===== config.mk =====
export PLATFORM = sky130hd
export DESIGN_NAME = huffman_stream_scheduler
export DESIGN_NICKNAME = d
export VERILOG_FILES = /design/src/rtl/huffman_pkg.sv /design/src/rtl/rr_arbiter.sv /design/src/rtl/huffman_stream_scheduler.sv
export SDC_FILE = /design/constraint.sdc
export NUM_CORES = 1
export LEC_CHECK = 0
export BUFFER_PORTS_ARGS = -buffer_cell sky130_fd_sc_hd__clkbuf_2
export CAP_MARGIN = 10
export CORE_MARGIN = 4
export CORE_UTILIZATION = 35
export DETAILED_ROUTE_END_ITERATION = 7
export HOLD_SLACK_MARGIN = 0.02
export PLACE_DENSITY = 0.73
export SYNTH_ARGS = -nofsm -noshare
export SYNTH_HDL_FRONTEND = slang
export SYNTH_SLANG_ARGS = --single-unit

===== constraint.sdc =====
create_clock -name clk -period 2.1 [get_ports clk]
set_clock_uncertainty 0.05 [all_clocks]
set_input_delay 0.42 -clock clk [delete_from_list [all_inputs] [get_ports clk]]
set_output_delay 0.42 -clock clk [all_outputs]
set_load 0.1 [all_outputs]

===== src/rtl/huffman_pkg.sv =====
// huffman_pkg: decoder word widths and the scheduler state encoding
package huffman_pkg;
  localparam int IN_WORD_WIDTH = 5;
  localparam int OUT_WORD_WIDTH = 4;
  typedef enum logic [1:0] {IDLE, PASS, DRAIN} sched_state_t;
endpackage


===== src/rtl/rr_arbiter.sv =====
// rr_arbiter: picks the first requester at or after ptr_i (wrapping) as one-hot and index
module rr_arbiter #(
  parameter int N = 4,
  localparam int IW = $clog2(N)
) (
  input  logic [N-1:0]  req_i,
  input  logic [IW-1:0] ptr_i,
  output logic [N-1:0]  gnt_o,
  output logic [IW-1:0] idx_o
);
  logic [IW-1:0] j;
  // walk from the farthest offset down so the nearest requester wins
  always_comb begin
    idx_o = '0;
    j = '0;
    for (int k = N - 1; k >= 0; k--) begin
      j = IW'((int'(ptr_i) + k) % N);
      if (req_i[j]) idx_o = j;
    end
  end
  assign gnt_o = (|req_i) ? N'(1) << idx_o : '0;
endmodule


===== src/rtl/huffman_stream_scheduler.sv =====
// huffman_stream_scheduler: per-packet round-robin sharing of one huffman_decoder, draining before regrant.
// Define HUFF_SCHED_WDOG_EN to add the drain watchdog (WDOG_CYCLES) and the sticky err_wdog flag.
module huffman_stream_scheduler
  import huffman_pkg::*;
#(
  parameter int N_STREAMS = 4
`ifdef HUFF_SCHED_WDOG_EN
  , parameter int WDOG_CYCLES = 256
`endif
) (
  input  logic                                clk,
  input  logic                                rstn,
  input  logic [N_STREAMS-1:0]                s_valid,
  output logic [N_STREAMS-1:0]                s_ready,
  input  logic [N_STREAMS*IN_WORD_WIDTH-1:0]  s_data,
  input  logic [N_STREAMS-1:0]                s_last,
  output logic                                d_valid,
  input  logic                                d_ready,
  output logic [IN_WORD_WIDTH-1:0]            d_data,
  input  logic                                d_idle,
  input  logic                                r_valid,
  output logic                                r_ready,
  input  logic [OUT_WORD_WIDTH-1:0]           r_data,
  output logic                                m_valid,
  input  logic                                m_ready,
  output logic [OUT_WORD_WIDTH-1:0]           m_data,
  output logic [$clog2(N_STREAMS)-1:0]        m_id,
  output logic                                err_wdog
);
  localparam int IDW = $clog2(N_STREAMS);
  sched_state_t state_q, state_d;
  logic [IDW-1:0] grant_q, grant_d, rr_ptr_q, rr_ptr_d, arb_idx;
  logic [N_STREAMS-1:0] arb_gnt;
  logic [IN_WORD_WIDTH-1:0] s_words [N_STREAMS];
  logic drain_ok, wdog_fire;
  for (genvar g = 0; g < N_STREAMS; g++) begin : g_words
    assign s_words[g] = s_data[g*IN_WORD_WIDTH +: IN_WORD_WIDTH];
  end
  rr_arbiter #(.N(N_STREAMS)) u_arb (
    .req_i(s_valid),
    .ptr_i(rr_ptr_q),
    .gnt_o(arb_gnt),
    .idx_o(arb_idx)
  );
  assign drain_ok = d_idle && !r_valid;
`ifdef HUFF_SCHED_WDOG_EN
  localparam int WCW = $clog2(WDOG_CYCLES + 1);
  logic [WCW-1:0] wdog_q;
  logic err_q;
  assign wdog_fire = (state_q == DRAIN) && !drain_ok && (wdog_q == WCW'(WDOG_CYCLES - 1));
  always_ff @(posedge clk or negedge rstn) begin
    if (!rstn) begin
      wdog_q <= '0;
      err_q <= 1'b0;
    end else begin
      wdog_q <= (state_q == DRAIN && state_d == DRAIN) ? wdog_q + 1'b1 : '0;
      err_q <= err_q | wdog_fire;
    end
  end
  // raised in the expiring cycle itself, then held by err_q
  assign err_wdog = err_q | wdog_fire;
`else
  assign wdog_fire = 1'b0;
  assign err_wdog = 1'b0;
`endif
  always_comb begin
    state_d = state_q;
    grant_d = grant_q;
    rr_ptr_d = rr_ptr_q;
    s_ready = '0;
    d_valid = 1'b0;
    d_data = '0;
    case (state_q)
      IDLE: begin
        grant_d = (|arb_gnt) ? arb_idx : grant_q;
        state_d = (|arb_gnt) ? PASS : IDLE;
      end
      PASS: begin
        d_valid = s_valid[grant_q];
        d_data = s_words[grant_q];
        s_ready[grant_q] = d_ready;
        state_d = (s_valid[grant_q] && d_ready && s_last[grant_q]) ? DRAIN : PASS;
      end
      DRAIN: begin
        rr_ptr_d = (drain_ok || wdog_fire) ?
                   ((grant_q == IDW'(N_STREAMS - 1)) ? '0 : grant_q + 1'b1) : rr_ptr_q;
        state_d = (drain_ok || wdog_fire) ? IDLE : DRAIN;
      end
      default: state_d = IDLE;
    endcase
  end
  always_ff @(posedge clk or negedge rstn) begin
    if (!rstn) begin
      state_q <= IDLE;
      grant_q <= '0;
      rr_ptr_q <= '0;
    end else begin
      state_q <= state_d;
      grant_q <= grant_d;
      rr_ptr_q <= rr_ptr_d;
    end
  end
  // return path is a pure passthrough, forced quiet while reset is asserted
  assign m_valid = rstn & r_valid;
  assign r_ready = rstn & m_ready;
  assign m_data = rstn ? r_data : '0;
  assign m_id = grant_q;
endmodule

### Word-level counts from Yosys, hierarchy flattened

Index checks and enable logic that the tools add are counted.

* bits in latches: 0
* logic and storage cells: 63
* ROM bits: 0
* register bits: 6
* bits in writable memories: 0
* memories kept: 0

* muxes and demuxes: 31
* $add $sub $neg: 4
* bitwise gates (word level): 4
* $mul: 0
* shift-type cells: 1
* reductions and logical operators: 10
* divide/modulo/power cells: 0
* eq/ne operators: 3
* magnitude comparators: 7

Operators with widths (count)
* 2-bit by 3-bit < comparator with 1-bit output, second input constant: 5
* 5-bit 2-to-1 mux: 3
* 2-bit 2-to-1 mux: 7
* 1-bit binary-select mux with 2-bit select: 6
* 4-bit 2-to-1 mux: 3
* 5-bit binary-select mux with 2-bit select: 1
* 1-bit 2-to-1 mux: 9
* 4-bit OR reduction: 2
* 2-bit case mux with 3 select lines: 1
* 2-bit by 1-bit adder with 2-bit output, second input constant: 2
* 2-bit adder, second input constant: 2
* 4-bit bitwise AND: 1
* 2-bit == test, second input constant: 2
* 1-bit logical AND: 4
* 2-bit AND reduction: 2
* 1-bit by 2-bit << shifter with 4-bit output, first input constant: 1
* 3-bit >= comparator, second input constant: 1
* 2-bit inverter with 3-bit output: 1
* 1-bit bitwise AND: 2
* 1-bit demux with 2-bit select: 1
* 2-bit by 1-bit == test with 1-bit output, second input constant: 1
* 2-bit by 1-bit >= comparator with 1-bit output, second input constant: 1
* 2-bit logical NOT: 1
* 1-bit logical NOT: 1

### Longest topological paths before layout

* depth after elaboration: 12
* depth in mapped cells: 4

### Cells and area by module

Synthesis repeated with hierarchy kept, for this count alone.

* cell total of the unflattened synthesis: 90
* area total of the unflattened synthesis: 867.1 µm²

By module, submodules not included
* huffman_stream_scheduler: instances 1, seq. area each 150.1 µm², area each 663.1 µm², cells an instance 59
* rr_arbiter: instances 1, seq. area each 0.0 µm², area each 203.9 µm², cells an instance 31

### Worst setup path after synthesis

Ideal clock, no wire load.

* path type: reg2out
* start: register grant_q[0] (netlist: m_id[0])
* end: output port d_data[0]
* buffers on the path: 1
* setup slack: -0.595 ns
* required time: 1.630 ns
* arrival: 2.225 ns
* cell stages (with the launch flop): 4
* cells stage by stage: dfrtp_1 buf_6 mux4_1 and2_1

* longest elaborated chain between the ends: 5

Ends and longest elaborated chain
* from (decl): RTL line huffman_stream_scheduler.sv:32 `logic [IDW-1:0] grant_q, grant_d, rr_ptr_q, rr_ptr_d, arb_idx;`
* from (signal assigned): RTL line huffman_stream_scheduler.sv:99 `grant_q <= grant_d;`
* 2-bit inverter with 3-bit output (implied by the code): RTL line huffman_stream_scheduler.sv:80 `d_data = s_words[grant_q];`
* 5-bit binary-select mux with 2-bit select: RTL line huffman_stream_scheduler.sv:80
* 5-bit 2-to-1 mux (implied by the code) (2 in series): RTL line huffman_stream_scheduler.sv:80
* 5-bit 2-to-1 mux: RTL line huffman_stream_scheduler.sv:73 `case (state_q)`
* to (decl): RTL line huffman_stream_scheduler.sv:19 `output logic [IN_WORD_WIDTH-1:0] d_data,`

Every way passes these cells. The select of a mux whose other input is x is not followed.

### Worst setup path in the final report

Same ends and word-level chain as after synthesis.

==> results.sh <==
export IMPL_wl_per_cell_um=14.31
export IMPL_layout_nets=173
export IMPL_final_cell_mix="39 x clkbuf_2, 10 x buf_12, 8 x buf_4"
export IMPL_synth_area_leaders="mux4_1 22%, dfrtp_1 21%, and2_1 10%"
export IMPL_antenna_cells=0
export IMPL_routed_wl_mm=2.232
export IMPL_ios=57
export IMPL_synth_cells=72
export IMPL_coreArea_sq_um=1962
export IMPL_status="complete, but fails checks"
export IMPL_antenna_found_initial=0
export IMPL_routed_via_count=789
export IMPL_hold_path_class="in -> reg"
export IMPL_rrSetupSlack_ps=480
export IMPL_tns_ps=-42.13
export IMPL_cts_clk_slew_worst_paths_ps=40
export IMPL_syn_num_nets=114
export IMPL_synth_edff_count=0
export IMPL_hold_viol=0
export IMPL_fp_dieH_um=53.30
export IMPL_final_max_slew_viol_count=0
export IMPL_cts_made_buffers=3
export IMPL_failed_checks="negative setup slack"
export IMPL_die_w_um=53.30
export IMPL_irDropWorstVdd_mv=1.174
export IMPL_htreeDepth=1
export IMPL_yosysSeqAreaShare_pct=20.91
export IMPL_synth_seq_cells=6
export IMPL_seqCellArea_sq_um=155.1
export IMPL_worst_skew_pair_late_latency_ps=240
export IMPL_synth_top_area_share_pct=21.95
export IMPL_critPathTopFamily="multiplexers"
export IMPL_start_kind="register"
export IMPL_crit_slowest_cell="mux4_1"
export IMPL_synth_warnings=0
export IMPL_post_place_ws_ps=184.5
export IMPL_synth_distinct_cells=29
export IMPL_filler_cell_count=171
export IMPL_cts_buffer_depth=2
export IMPL_rows=16
export IMPL_cts_tree="done"
export IMPL_cts_resized=0
export IMPL_synth_top_area_cell="mux4_1"
export IMPL_cts_sinks=6
export IMPL_cp_cell_sequence="mux4_1, and2_4, buf_12"
export IMPL_synthFlopType="dfrtp_1"
export IMPL_period_minus_slack_ps=2123
export IMPL_grt_pass1_vias=746
export IMPL_initial_core_util_pct=36.61
export IMPL_whs_ps=428.4
export IMPL_critPathArrivalTime_ps=1650
export IMPL_vias_per_cell=5.058
export IMPL_multi_input_area_sq_um=543.0
export IMPL_syn_area_per_cell_sq_um=9.975
export IMPL_power_total_mw=2.093
export IMPL_async_reset_ff_share_pct=100.0
export IMPL_layout_commonest_cell="clkbuf_2"
export IMPL_max_cap_violations=0
export IMPL_critPathMaxFanout=8
export IMPL_rsz0062_at_grt="yes"
export IMPL_fmax_mhz=471.0
export IMPL_root_buffer="clkbuf_4"
export IMPL_crit_required_ps=1630
export IMPL_path_class="reg -> out"
export IMPL_drive_above_1_share_pct=58.91
export IMPL_synth_area_sq_um=718.2
export IMPL_setup_ws_ps=-23.17
export IMPL_drc=0
export IMPL_leakage_nw=0.6136
export IMPL_grt_pass1_wl_mm=3.305
export IMPL_critical_path_max_stage_delay_ps=580
export IMPL_area_delta_synth_final_pct=72.30
export IMPL_firstDrtPassIters=4
export IMPL_tightest_slew_ps=607.1
export IMPL_period_share_pct=101.1
export IMPL_postRouteAntennaNets=0
export IMPL_drtIter0Drc=14
export IMPL_max_slew_margin_pct=59.15
export IMPL_hpwl_mm=1.919
export IMPL_setup_viol=2
export IMPL_grt_usage_pct=16.08
export IMPL_grt_ovfl_total=0
export IMPL_grt_max_degree=12
export IMPL_numPortBuffers=55
export IMPL_crit_path_end_kind="output pin"
export IMPL_crit_buf_inv=1
export IMPL_gp_congestion=0.7357
export IMPL_powerDensity_nw_per_um2=1692
export IMPL_dieArea_sq_um=2841
export IMPL_final_core_util_pct=63.07
-- cell families (layout without fill, tap and decap cells) --
group	after synthesis	after routing	share of synthesized area (%)
AO/OA/AOI/OAI	11	11	10.45
buffers and inverters	8	65	6.271
multiplexers	10	10	29.62
AND/OR/NAND/NOR	32	32	25.26
other	1	1	0.5221
adder cells (fa/ha/maj)	4	4	6.969
flip-flops	6	6	20.91
-- report_power, final --
part	switching (mW)	internal, mW
Combinational	1.07	0.659
Clock	0.0420	0.0647
Sequential	0.0836	0.173
Total	1.20	0.897
-- worst min-delay path: stages --
cell      delay [ps]
clkbuf_2         120
nand2_1           70
o32ai_1           70
-- sequential cells by signal (all words and copies together) (netlist names) --
name / count
m_id: 2
rr_ptr_q: 2
state_q: 2
-- per-stage QoR --
| step | instance area [sq um] | instances |
|---|---|---|
| final | 1237 | 156 |
| after global routing | 1237 | 156 |
| after CTS | 1237 | 156 |
| after detailed placement | 1197 | 151 |
| after global placement | 1197 | 151 |
| after floorplan | 743.2 | 72 |
-- synth_stat cells, types with 3 or more instances --
library cell	n
and2_1	12
ha_1	4
and3_1	4
mux4_1	6
nor2b_1	3
dfrtp_1	6
inv_1	3
nand2_1	6
o21ai_0	3
-- final cells by class --
| class | count | area share [%] |
|---|---|---|
| tap | 27 | 2.730 |
| multi-input combinational | 58 | 43.88 |
| timing repair buffer | 58 | 37.61 |
| inverter | 4 | 1.416 |
| sequential | 6 | 12.54 |
| clock buffer | 3 | 1.820 |
-- repair_timing --
action,4_1_cts,5_1_grt
hold endpoints to repair,6,0
setup endpoints to repair,6,6
setup buffers,1,0
hold buffers,1,0
-- metal layers --
layer	vias to the layer above	part of all wire, %	GRT usage, %
met5	-	0	0
met4	0	1.3	7.660
met3	4	4.3	2.535
met2	28	59	29.18
met1	375	36	17.88
li1	382	-	-
-- worst paths after layout --
path                            depth (start not counted)       start    endpoint
worst max-delay path                                    3     m_id[0]   d_data[0]
worst min-delay path                                    3     d_ready  state_q[1]
worst max register to register                          4     m_id[0]  state_q[0]
worst min register to register                          1  state_q[0]  state_q[1]
max in group asynchronous                               2        rstn     m_id[0]
min in group asynchronous                               2        rstn     m_id[0]
Power figures use the tool's default switching activity.
